==> src/rtl/fetch_stage.sv <==
// fetch_stage: RV32I fetch stage; owns the PC, drives instmem, feeds decode.
// Optional feature macro: FETCH_MISALIGN_CHECK_EN (trap misaligned redirects).
module fetch_stage #(
    parameter logic [31:0] RESET_PC = 32'h0000_0000,
    parameter logic [31:0] PC_STEP  = 32'd4
) (
    input  logic        CLK,
    input  logic        RST,
    input  logic        STALL,
    input  logic        JMP_DO,
    input  logic [31:0] JMP_PC,
    output logic        MEM_STALL,
    output logic        MEM_FLUSH,
    output logic [31:0] MEM_ADDR,
    output logic        MEM_RDEN,
    input  logic [31:0] MEM_OADDR,
    input  logic [31:0] MEM_DOUT,
    input  logic        MEM_VALID,
    input  logic        MEM_LOADING,
    output logic [31:0] ID_PC,
    output logic [31:0] ID_INST,
    output logic        ID_VALID,
    output logic        ID_EXC
);
    localparam logic [1:0] S_BOOT = 2'd0;
    localparam logic [1:0] S_RUN  = 2'd1;
    localparam logic [1:0] S_WAIT = 2'd2;
    localparam logic [31:0] NOP   = 32'h0000_0013;

    logic [1:0]  state_q, state_d;
    logic [31:0] pc_q, pc_d;
    logic [31:0] issued_pc_q, issued_pc_d;
    logic        issued_v_q, issued_v_d;
    logic [31:0] id_pc_q, id_pc_d;
    logic [31:0] id_inst_q, id_inst_d;
    logic        id_valid_q, id_valid_d;
    logic        id_exc_q, id_exc_d;
    logic        exc_q, exc_d;
    logic [31:0] jmp_tgt;
    logic        jmp_bad;
    logic        hold;
    logic        idle;
    logic        capture;

`ifdef FETCH_MISALIGN_CHECK_EN
    assign jmp_tgt = JMP_PC;
    assign jmp_bad = JMP_DO && (JMP_PC[1:0] != 2'b00);
`else
    assign jmp_tgt = {JMP_PC[31:2], 2'b00};
    assign jmp_bad = 1'b0;
`endif

    // A redirect always overrides a downstream stall.
    assign hold    = STALL && !JMP_DO;
    assign idle    = MEM_LOADING || (state_q == S_BOOT) || exc_q;
    assign capture = !STALL && !JMP_DO && issued_v_q && MEM_VALID
                     && (MEM_OADDR == issued_pc_q);

    assign MEM_ADDR  = pc_q;
    assign MEM_RDEN  = (state_q != S_BOOT) && !exc_q;
    assign MEM_STALL = hold;
    assign MEM_FLUSH = JMP_DO;

    assign ID_PC    = id_pc_q;
    assign ID_INST  = id_inst_q;
    assign ID_VALID = id_valid_q;
    assign ID_EXC   = id_exc_q;

    always_comb begin
        state_d = state_q;
        unique case (state_q)
            S_BOOT:  state_d = S_RUN;
            S_RUN:   if (MEM_LOADING) state_d = S_WAIT;
            S_WAIT:  if (!MEM_LOADING) state_d = S_RUN;
            default: state_d = S_BOOT;
        endcase
        if (JMP_DO) state_d = S_RUN;
    end

    always_comb begin
        pc_d        = pc_q;
        issued_pc_d = issued_pc_q;
        issued_v_d  = issued_v_q;
        exc_d       = exc_q;
        if (JMP_DO) begin
            pc_d       = jmp_tgt;
            issued_v_d = 1'b0;
            exc_d      = jmp_bad;
        end else if (!STALL) begin
            if (idle) begin
                issued_v_d = 1'b0;
            end else begin
                pc_d        = pc_q + PC_STEP;
                issued_pc_d = pc_q;
                issued_v_d  = 1'b1;
            end
        end
    end

    always_comb begin
        id_pc_d    = id_pc_q;
        id_inst_d  = id_inst_q;
        id_valid_d = id_valid_q;
        id_exc_d   = id_exc_q;
        if (jmp_bad) begin
            id_pc_d    = JMP_PC;
            id_inst_d  = NOP;
            id_valid_d = 1'b1;
            id_exc_d   = 1'b1;
        end else if (!hold) begin
            id_exc_d   = 1'b0;
            id_valid_d = capture;
            if (capture) begin
                id_pc_d   = MEM_OADDR;
                id_inst_d = MEM_DOUT;
            end
        end
    end

    always_ff @(posedge CLK or posedge RST) begin
        if (RST) begin
            state_q     <= S_BOOT;
            pc_q        <= RESET_PC;
            issued_pc_q <= 32'h0;
            issued_v_q  <= 1'b0;
            exc_q       <= 1'b0;
            id_pc_q     <= 32'h0;
            id_inst_q   <= NOP;
            id_valid_q  <= 1'b0;
            id_exc_q    <= 1'b0;
        end else begin
            state_q     <= state_d;
            pc_q        <= pc_d;
            issued_pc_q <= issued_pc_d;
            issued_v_q  <= issued_v_d;
            exc_q       <= exc_d;
            id_pc_q     <= id_pc_d;
            id_inst_q   <= id_inst_d;
            id_valid_q  <= id_valid_d;
            id_exc_q    <= id_exc_d;
        end
    end
endmodule

==> config.mk <==
export PLATFORM = sky130hd
export DESIGN_NAME = fetch_stage
export DESIGN_NICKNAME = d
export VERILOG_FILES = /design/src/rtl/fetch_stage.sv
export SDC_FILE = /design/constraint.sdc
export NUM_CORES = 1
export LEC_CHECK = 0
export CELL_PAD_IN_SITES_DETAIL_PLACEMENT = 1
export CELL_PAD_IN_SITES_GLOBAL_PLACEMENT = 1
export CORE_MARGIN = 10
export CORE_UTILIZATION = 25
export DETAILED_ROUTE_END_ITERATION = 6
export HOLD_SLACK_MARGIN = 0.02
export PLACE_DENSITY_LB_ADDON = 0.12
export REMOVE_ABC_BUFFERS = 1
export SYNTH_ARGS = -nofsm -noshare
export SYNTH_HDL_FRONTEND = slang
export SYNTH_SLANG_ARGS = --single-unit
export TNS_END_PERCENT = 1
==> constraint.sdc <==
create_clock -name CLK -period 3.7 [get_ports CLK]
set_input_delay 0.555 -clock CLK [delete_from_list [all_inputs] [get_ports CLK]]
set_output_delay 0.555 -clock CLK [all_outputs]
set_load 0.005 [all_outputs]
* Word-level counts from Yosys, hierarchy flattened *
Index checks and enable logic that the tools add are counted.

word-level totals
  latch bits = 0
  bits in writable memories = 0
  output and inout bits = 101
  bits in registers = 132
  bits of input ports = 102
  memories = 0
  memory bits (read-only) = 0
  logic and storage cells = 43

cells by class
  bitwise gates (word level) = 4
  equality and inequality tests = 7
  multiplexer cells = 10
  $add $sub $neg = 1
  reductions and logical operators = 14
  multipliers = 0
  magnitude comparators = 0
  shift operators = 0
  div/mod/pow operators = 0

operators with widths
  cell                                                   count
  two-way mux 32 bit                                     3
  adder 32 x 3 -> 32 bit, second input constant          1
  == test 32 bit                                         1
  two-way mux 2 bit                                      3
  inequality test 3 bit, second input constant           2
  case mux 2 bit (3 select lines)                        1
  AND reduction 2 bit                                    3
  logical AND 1 bit                                      5
  inverter 1 bit                                         4
  two-way mux 1 bit                                      3
  AND reduction 3 bit                                    1
  == test 2 x 1 -> 1 bit, second input constant          1
  == test 2 bit, second input constant                   1
  logical NOT 1 bit                                      2
  logical NOT 2 bit                                      1
  inequality test 2 x 1 -> 1 bit, second input constant  1
  inequality test 2 bit, second input constant           1
  nonzero test 2 bit                                     1
  logical OR 1 bit                                       1

* Longest topological paths before layout *
Gate-level depths: netlist (run 1).

  depth in word-level cells = 6
  gate-level depth with buffers = 8
  depth with buffers taken out = 6

* Least setup slack after synthesis (run 1) *
OpenSTA, ideal clock, no wires.

  path kind = input-to-reg
  start = in JMP_DO
  end = reg id_pc_q[10] (netlist: ID_PC[10])
  stages on the path = 8
  slack = 1.522 ns
  data required time = 3.575 ns
  buffers on the path = 3
  setup time = 0.125 ns
  arrival time = 2.053 ns
  cells stage by stage = buf_6 -> nor4_1 -> nand3_1 -> nor4_1 -> and4_1 -> buf_6 -> buf_6 -> mux2_2

between the ends
  word-level cells in the longest chain between the ends = 6
  elaborated cells on any way between the ends = 8
  classes of those cells = bitwise: 1; reduce/logical: 7

RTL lines
  element                            RTL line  source
  from (decl)                        10        input logic JMP_DO,
  logical NOT 1 bit (*)              54, 56
  logical AND 1 bit (3 in series)    56        assign capture = !STALL && !JMP_DO && issued_v_q && MEM_VALID
  logical AND 1 bit                  57        && (MEM_OADDR == issued_pc_q);
  AND reduction 2 bit (no line) (*)  --
  to (signal assigned)               137       id_pc_q <= id_pc_d;
  to (decl)                          34        logic [31:0] id_pc_q, id_pc_d;

Mark *: on every way between the ends. The rest lies on a longest branch, timed or not.
A chain may end at the register's enable or synchronous reset.

* Worst setup path after layout (run 1) *
  start = in MEM_OADDR[0]
  end = reg id_inst_q[29] (netlist: ID_INST[29])

between the ends
  word-level cells in the longest chain between the ends = 3

RTL lines
  element                        RTL line  source
  from (decl)                    16        input logic [31:0] MEM_OADDR,
  == test 32 bit                 57
  logical AND 1 bit              57
  AND reduction 2 bit (no line)  --
  to (signal assigned)           138       id_inst_q <= id_inst_d;
  to (decl)                      35        logic [31:0] id_inst_q, id_inst_d;

No other way between the ends.

==> flow_summary.ini, run 1 <==
[cells_and_area]
fin_util = 0.384
design.final.nets = 769
most-common-layout-cells = 196 x clkdlybuf4s50_1, 125 x dfrtp_1, 83 x mux2_2
flow.area_growth_from_synthesis_pct = 50.3
most_common_cell_after_layout_fill_and_taps_aside = clkdlybuf4s50_1
final_layout_size_suffix_gt1_frac = 0.200

[clock_tree]
insertion_delay_ns = 0.42
post_cts_buffers = 0
htreeDepth = 4
holdBufCountCts = 0
tritoncts_clock_tree = done
post_cts.resized_instances = 0
clock-sinks = 128
cts_root_buffer = clkbuf_16
total_cts_buffers = 17
ctsLongestPathBuffers = 2
clk_transition_reported_paths_ns = 0.06

[synthesis]
synth_top_family_by_area = multiplexers
post_synth_mux_area_share = 0.182
postSynthAreaPerCell_um2 = 12.5
area_share_of_fa_ha_maj_cells_after_synthesis = 0.00388
synthCells = 466
synth-edff-count = 0
synth_compound_gate_area_share = 0.0308
synthFlopType = dfrtp_1
post_synth_and_or_nand_nor_area_fraction = 0.108
async_reset_ff_frac = 1.00
synth-warning-count = 0
yosys.area_share.xor_xnor = 0.0860
ys_types = 41
postSynthRegisterBits = 128
seq_area_frac_synth = 0.552
post_synth_instance_area_um2 = 5800

[power]
max-vdd-ir-drop_v = 0.000244
power.sequential.fraction = 0.410
p_leak_nw = 3.67
sw_frac_of_total = 0.249
power_density_nw_per_um2 = 458
cellInternalPower_mw = 3.00
pwr-share-clk = 0.462
share_comb_of_total_power = 0.128
switchingPower_uw = 997

[sta]
finalSetupTns_ns = 0
period_needed_ns = 2.57
hold_viol = 0
worst_slew_margin_rel = 0.578
timing.fmax_mhz = 390
timing_worst_slew_pin_value_ns = 0.627
fin_skew_ns = 0.0120
layout_worst_path_cycle_share = 0.694
timing_max_transition_violations_final = 0
setup_repair_after_global_routing_missed_its_margin = false
setup_viol = 0

[route]
drcViolationCount = 0
drt_pass1_iterations = 4
antenna_violating_nets_post_route = 0
vias_per_cell = 4.54
num_vias = 4378
route.detailed.wl_per_inst_um = 20.3
finalWirelength_mm = 19.5
dr.first_iter.drc_count = 179

[grt]
grt_pass1_wl_mm = 29.7
overall_track_demand_over_capacity_in_global_routing = 0.133
antenna_violations_before_repair = 0
maximum_number_of_pins_on_one_net_before_global_route_repair = 89
global_route_total_overflow = 0
number_of_global_route_vias_before_repair = 4953

[die]
fp.dieW_um = 172
fp.dieH_um = 172
design.portCount = 203
design.core.area_um2 = 22700
floorplan.initialDensity = 0.256
floorplan.rows = 55
die_area_um2 = 29700

[critical_path]
cp_data_arrival_time_ns = 2.87
endpoint_kind = flop
crit_required_ns = 4.01
crit_fanout = 36
startpoint_type = primary input
worstSetupPathType = primary input to flop

[min_path]
hp-class = flop to flop

[flow_run]
max_cap_viol_count = 0

[outcome]
run_status = complete, no violations

[placed_design]
gpl.final_weighted_congestion = 0.720
dp_hpwl_mm = 14.6
port_buffers = 197
## flip-flops by register name, indices dropped and copies added (netlist names)
name         count
issued_pc_q     30
state_q          2
ID_PC           32
MEM_ADDR        30
ID_INST         32
issued_v_q       1
ID_VALID         1
## critical path: stages
cell and delay, ns:
clkdlybuf4s50_1 0.40, nor4_1 0.30, nand3_1 0.14, nor4_1 0.52, and4_4 0.34, buf_12 0.23, mux2_2 0.36
## metrics by stage
step	setup WS (ns)	std cells	power [mW]	cell area, um^2	hold slack [ns]
after CTS	1.02	964	4.06	8720	0.492
after detailed placement	0.575	932	2.19	8080	0.479
final	1.13	965	4.00	8720	0.490
after floorplan	-0.263	443	1.88	5640	0.449
after global placement	0.643	932	2.17	8080	0.461
after global routing	0.977	964	4.19	8720	0.511
## per-layer routing
layer  vias to the layer above  GRT usage  part of all wire
met2                       146      0.208              0.45
li1                       2024          -                 -
met1                      2192      0.166              0.46
met5                         -          0                 0
met4                         0     0.0450             0.014
met3                        16     0.0465             0.075
## path summary, 6_finish.rpt
| path | start | end | slack (ns) | depth (start not counted) |
|---|---|---|---|---|
| min in group asynchronous | RST | ID_INST[15] | 0.51 | 2 |
| worst min-delay path | ID_PC[14] | ID_PC[14] | 0.49 | 1 |
| max in group asynchronous | RST | issued_pc_q[3] | 2.25 | 3 |
| worst max-delay path | MEM_OADDR[0] | ID_INST[29] | 1.13 | 7 |
| worst min register to register | ID_PC[14] | ID_PC[14] | 0.49 | 1 |
| worst max register to register | issued_pc_q[18] | ID_INST[29] | 1.43 | 5 |
## cell families after synthesis
kind of cell	count (synthesis)
AO/OA/AOI/OAI	32
flip-flops	128
other	1
adder cells (fa/ha/maj)	2
AND/OR/NAND/NOR	117
XOR/XNOR	57
multiplexers	94
buffers and inverters	35
## Yosys cell counts (2+ instances only)
| library cell | count | area share |
|---|---|---|
| and3_1 | 5 | 0.0054 |
| o21ai_0 | 22 | 0.019 |
| a21o_1 | 2 | 0.0026 |
| dfstp_2 | 3 | 0.014 |
| and4_1 | 2 | 0.0030 |
| buf_6 | 7 | 0.014 |
| buf_2 | 8 | 0.0069 |
| o21ai_1 | 4 | 0.0034 |
| mux2_2 | 83 | 0.16 |
| dfrtp_1 | 125 | 0.54 |
| nor2b_1 | 3 | 0.0032 |
| nand4_1 | 14 | 0.015 |
| nand3_1 | 10 | 0.0086 |
| or4_1 | 2 | 0.0026 |
| buf_4 | 4 | 0.0052 |
| and2_1 | 2 | 0.0022 |
| clkbuf_1 | 6 | 0.0039 |
| nor4_2 | 4 | 0.0086 |
| nor4_1 | 7 | 0.0075 |
| inv_1 | 10 | 0.0065 |
| nor2_1 | 10 | 0.0065 |
| xor2_1 | 13 | 0.020 |
| xnor2_1 | 44 | 0.066 |
| mux2_1 | 10 | 0.019 |
| nand2_1 | 38 | 0.025 |
| nor3_1 | 13 | 0.011 |
## power by group through the flow
stage / Clock [mW] / Combinational (mW) / Sequential [mW]
2_1_floorplan: 0 / 0.250 / 1.63
3_3_place_gp: 0 / 0.512 / 1.66
3_5_place_dp: 0 / 0.522 / 1.67
4_1_cts: 1.89 / 0.526 / 1.64
5_1_grt: 1.96 / 0.567 / 1.66
6_report: 1.85 / 0.511 / 1.64
## cell type report
class | instances | area [um^2]
Fill cell | 2423 | 14000
Sequential cell | 128 | 3210
Multi-Input combinational cell | 305 | 2410
Timing Repair Buffer | 204 | 2070
Clock buffer | 20 | 457
Tap cell | 285 | 357
Clock inverter | 12 | 181
Inverter | 10 | 42.5
Antenna cell | 1 | 2.50
Power figures use the tool's default switching activity.
==> run 2, diff against run 1 <==
==> constraint.sdc (replaced) <==
create_clock -name CLK -period 2.2 [get_ports CLK]
set_input_delay 0.33 -clock CLK [delete_from_list [all_inputs] [get_ports CLK]]
set_output_delay 0.33 -clock CLK [all_outputs]
set_load 0.005 [all_outputs]
==> flow_summary.ini, run 2 (synthesis results as in run 1) <==
[cells_and_area]
most_common_cell_after_layout_fill_and_taps_aside = clkdlybuf4s50_1
final_layout_size_suffix_gt1_frac = 0.248
area_occupied_by_multi_input_gates_um2 = 2460
fill_cells = 2418
flow.area_growth_from_synthesis_pct = 55.0
design.final.nets = 802
num_antenna_cells = 0
ff_latch_area_um2 = 3210
most-common-layout-cells = 194 x clkdlybuf4s50_1, 125 x dfrtp_1, 80 x mux2_2

[die]
design.core.area_um2 = 22700
fp.dieH_um = 172
fp.dieW_um = 172
die_area_um2 = 29700
floorplan.rows = 55
floorplan.initialDensity = 0.256
design.portCount = 203

[critical_path]
worstSetupPathType = primary input to flop
regToRegSetupSlack_ns = 0.11
crit_fanout = 27
cp_data_arrival_time_ns = 2.39
crit_required_ns = 2.49
endpoint_kind = flop
startpoint_type = primary input

[grt]
global_route_total_overflow = 0
antenna_violations_before_repair = 0
overall_track_demand_over_capacity_in_global_routing = 0.133
grt_pass1_wl_mm = 30.1
number_of_global_route_vias_before_repair = 5063
maximum_number_of_pins_on_one_net_before_global_route_repair = 42

[outcome]
run_status = complete, no violations

[route]
dr.first_iter.drc_count = 129
num_vias = 4410
route.detailed.wl_per_inst_um = 19.5
vias_per_cell = 4.43
drt_pass1_iterations = 4
antenna_violating_nets_post_route = 0
drcViolationCount = 0
finalWirelength_mm = 19.4

[power]
pwr-share-clk = 0.430
power.sequential.fraction = 0.418
cellInternalPower_mw = 4.83
sw_frac_of_total = 0.258
max-vdd-ir-drop_v = 0.000467
p_leak_nw = 3.83
report.power.total_mw = 6.51
power_density_nw_per_um2 = 724
share_comb_of_total_power = 0.152
switchingPower_mw = 1.68

[clock_tree]
clock-sinks = 128
insertion_delay_ns = 0.42
tritoncts_clock_tree = done
post_cts_buffers = 0
total_cts_buffers = 17
cts_root_buffer = clkbuf_16
clk_transition_reported_paths_ns = 0.06
holdBufCountCts = 0
ctsLongestPathBuffers = 2
htreeDepth = 4

[placed_design]
gpl.final_weighted_congestion = 0.722
dp_hpwl_mm = 15.2
port_buffers = 197

[sta]
setup_viol = 0
fin_skew_ns = 0.0109
layout_worst_path_cycle_share = 0.954
hold_viol = 0
period_needed_ns = 2.10
timing.fmax_mhz = 476
setup_repair_after_global_routing_missed_its_margin = true
timing_max_transition_violations_final = 0
finalSetupTns_ns = 0

[min_path]
hp-class = primary input to asynchronous set/reset pin

[flow_run]
max_cap_viol_count = 0
## run 2: cell types whose count changed in the layout (fill, tap and decap cells not counted), sizes merged
cell | previous run | this run
inv | 12 | 11
diode | 1 | 0
clkinv | 5 | 6
dlymetal6s2s | 0 | 2
clkbuf | 20 | 18
clkinvlp | 1 | 4
bufinv | 4 | 2
buf | 8 | 41
clkdlybuf4s50 | 196 | 194
## run 2: area by class of cell
type,count,share of cell area
Timing Repair Buffer,237,0.261
Sequential cell,128,0.356
Tap cell,285,0.0396
Multi-Input combinational cell,305,0.273
Clock inverter,13,0.0156
Inverter,10,0.00473
Clock buffer,18,0.0488
## run 2: metrics by stage
| step | hold slack (ns) | instance area, um^2 | setup slack, ns | util | cells |
|---|---|---|---|---|---|
| final | 0.325 | 9000 | 0.101 | 0.396 | 996 |
| after global routing | 0.359 | 9000 | -0.00665 | 0.396 | 996 |
| after CTS | 0.326 | 8960 | 0.0151 | 0.394 | 996 |
| after detailed placement | 0.474 | 8350 | -0.494 | 0.368 | 965 |
| after global placement | 0.463 | 8350 | -0.439 | 0.368 | 965 |
| after floorplan | 0.421 | 5640 | -1.54 | - | 443 |
## run 2: power groups by stage
stage | clock (mW) | combinational (mW) | sequential (mW)
after floorplan | 0 | 0.420 | 2.74
after global placement | 0 | 0.973 | 2.76
after detailed placement | 0 | 0.988 | 2.77
after CTS | 2.90 | 1.01 | 2.73
after global routing | 3.01 | 1.09 | 2.76
final | 2.80 | 0.990 | 2.72
## run 2: layer usage
| metal | track usage | wire [um] | part of all wire | up-vias |
|---|---|---|---|---|
| met5 | 0 | 0 | 0 | - |
| met4 | 0.0397 | 200 | 0.010 | 0 |
| met3 | 0.0456 | 1470 | 0.076 | 15 |
| met2 | 0.207 | 8810 | 0.45 | 137 |
| met1 | 0.170 | 8950 | 0.46 | 2173 |
| li1 | - | - | - | 2085 |
## run 2: final timing paths
| check | from | to | cells past startpoint |
|---|---|---|---|
| worst max-delay path | MEM_OADDR[26] | ID_PC[10] | 7 |
| worst min-delay path | RST | MEM_ADDR[7] | 2 |
| worst max register to register | issued_pc_q[6] | ID_PC[10] | 6 |
| worst min register to register | ID_VALID | ID_VALID | 1 |
| max in group asynchronous | RST | ID_PC[29] | 3 |
| min in group CLK | ID_VALID | ID_VALID | 1 |
## run 2: timing repair
action,CTS,global route
endpoints found under the setup margin,56,62
gates resized for setup,4,9
pin swaps,0,3
cloned,0,0
## run 2: critical path: stages
cell and delay, ns:
clkdlybuf4s50_1 0.57, xnor2_2 0.14, nand4_1 0.15, nor4_2 0.32
and4_4 0.31, buf_12 0.19, mux2_2 0.35
==> run 3, diff against run 2 <==
--- a/config.mk
+++ b/config.mk
@@ -8,7 +8,7 @@
 export CELL_PAD_IN_SITES_DETAIL_PLACEMENT = 1
 export CELL_PAD_IN_SITES_GLOBAL_PLACEMENT = 1
 export CORE_MARGIN = 10
-export CORE_UTILIZATION = 25
+export CORE_UTILIZATION = 32
 export DETAILED_ROUTE_END_ITERATION = 6
 export HOLD_SLACK_MARGIN = 0.02
 export PLACE_DENSITY_LB_ADDON = 0.12
==> flow_summary.ini, run 3 (synthesis results as in run 1) <==
[cells_and_area]
final_layout_size_suffix_gt1_frac = 0.233
flow.area_growth_from_synthesis_pct = 53.2
num_antenna_cells = 0
most_common_cell_after_layout_fill_and_taps_aside = clkdlybuf4s50_1
most-common-layout-cells = 196 x clkdlybuf4s50_1, 125 x dfrtp_1, 81 x mux2_2
design.final.nets = 795
final_design_area_no_fill_um2 = 8890

[clock_tree]
total_cts_buffers = 17
holdBufCountCts = 0
cts_root_buffer = clkbuf_16
clock-sinks = 128
tritoncts_clock_tree = done
insertion_delay_ns = 0.42
ctsLongestPathBuffers = 2
htreeDepth = 4
clk_transition_reported_paths_ns = 0.06

[route]
antenna_violating_nets_post_route = 0
vias_per_cell = 4.75
dr.first_iter.drc_count = 165
route.detailed.wl_per_inst_um = 20.2
drt_pass1_iterations = 4
num_vias = 4440
drcViolationCount = 0
finalWirelength_mm = 18.8

[power]
max-vdd-ir-drop_v = 0.000592
p_leak_nw = 3.81
power_density_nw_per_um2 = 753

[die]
floorplan.rows = 49
fp.dieW_um = 155
fp.dieH_um = 155
floorplan.initialDensity = 0.324
die_area_um2 = 23900
design.core.area_um2 = 17900
design.portCount = 203

[placed_design]
port_buffers = 197
placement.cell_area_um2 = 8230
dp_hpwl_mm = 14.5
gpl.final_weighted_congestion = 0.783

[grt]
maximum_number_of_pins_on_one_net_before_global_route_repair = 52
grt_pass1_wl_mm = 30.1
antenna_violations_before_repair = 0
overall_track_demand_over_capacity_in_global_routing = 0.159
number_of_global_route_vias_before_repair = 5122
global_route_total_overflow = 0

[sta]
final_critical_path_setup_slack_ns = -0.0208
timing.fmax_mhz = 450
setup_viol = 22
period_needed_ns = 2.22
fin_skew_ns = 0.0125
setup_repair_after_global_routing_missed_its_margin = true
timing_max_transition_violations_final = 0
finalHoldWorstSlack_ns = 0.297
hold_viol = 0
finalSetupTns_ns = -0.207
layout_worst_path_cycle_share = 1.01

[critical_path]
crit_required_ns = 2.50
cp_data_arrival_time_ns = 2.52
crit_fanout = 12
worstRegToRegCells = 6
worstSetupPathType = flop to flop
startpoint_type = flop
endpoint_kind = flop

[flow_run]
max_cap_viol_count = 0

[outcome]
run_status = finished with violations
failed_checks = negative setup slack

[min_path]
hp-class = primary input to asynchronous set/reset pin
-- run 3: changes by cell type in the layout (fill, tap and decap cells not counted), moves of 2 or more --
cell / previous run / this run
dlymetal6s2s_1: 2 / 0
nor4_1: 2 / 6
clkdlybuf4s50_1: 194 / 196
bufinv_16: 2 / 4
nor4_2: 9 / 4
buf_4: 33 / 27
mux2_4: 4 / 2
-- run 3: critical path: stages, from the launching register on --
cell and delay, ns:
dfrtp_1 0.39, xnor2_1 0.17, nand4_1 0.23, nor4_4 0.38, and4_4 0.33, buf_4 0.22, mux2_2 0.36
-- run 3: path summary, 6_finish.rpt --
kind	from	to	slack [ns]
max in group asynchronous	RST	ID_INST[23]	1.30
min in group CLK	JMP_PC[22]	MEM_ADDR[22]	0.47
min	RST	ID_INST[29]	0.30
max	issued_pc_q[25]	ID_INST[19]	-0.02
max reg2reg	issued_pc_q[25]	ID_INST[19]	-0.02
min reg2reg	ID_VALID	ID_VALID	0.47
-- run 3: metal layers --
layer  GRT usage  vias up  wire, um
met1       0.192     2209      8210
met4      0.0522        0       283
met3      0.0616       19      1350
met2       0.256      138      8980
li1            -     2074         -
met5           0        -         0
-- run 3: report_power, final --
part | internal (mW) | switching, mW
Clock | 1.93 | 1.08
Combinational | 0.578 | 0.391
Sequential | 2.55 | 0.167
-- run 3: stage by stage --
stage                     worst slack (ns)  std cells   util  power [mW]
after global placement              -0.634        902  0.460        3.71
after detailed placement            -0.656        902  0.460        3.74
after CTS                          -0.0295        934  0.497        6.80
final                              -0.0208        934  0.497        6.70
after global routing                -0.119        934  0.497        7.02
after floorplan                      -1.54        443      -        3.16
-- run 3: area by class of cell --
type,instances,area [um^2]
clock buffer,19,443
tap,229,287
inverter,10,42.5
clock inverter,13,188
sequential,128,3210
timing repair buffer,230,2290
fill,1844,9010
multi-input combinational,305,2440
-- run 3: what timing repair did --
item | 4_1_cts | 5_1_grt
buffers inserted | 0 | 0
setup endpoints to repair | 62 | 62
gates resized for setup | 5 | 0
pin swaps | 3 | 2
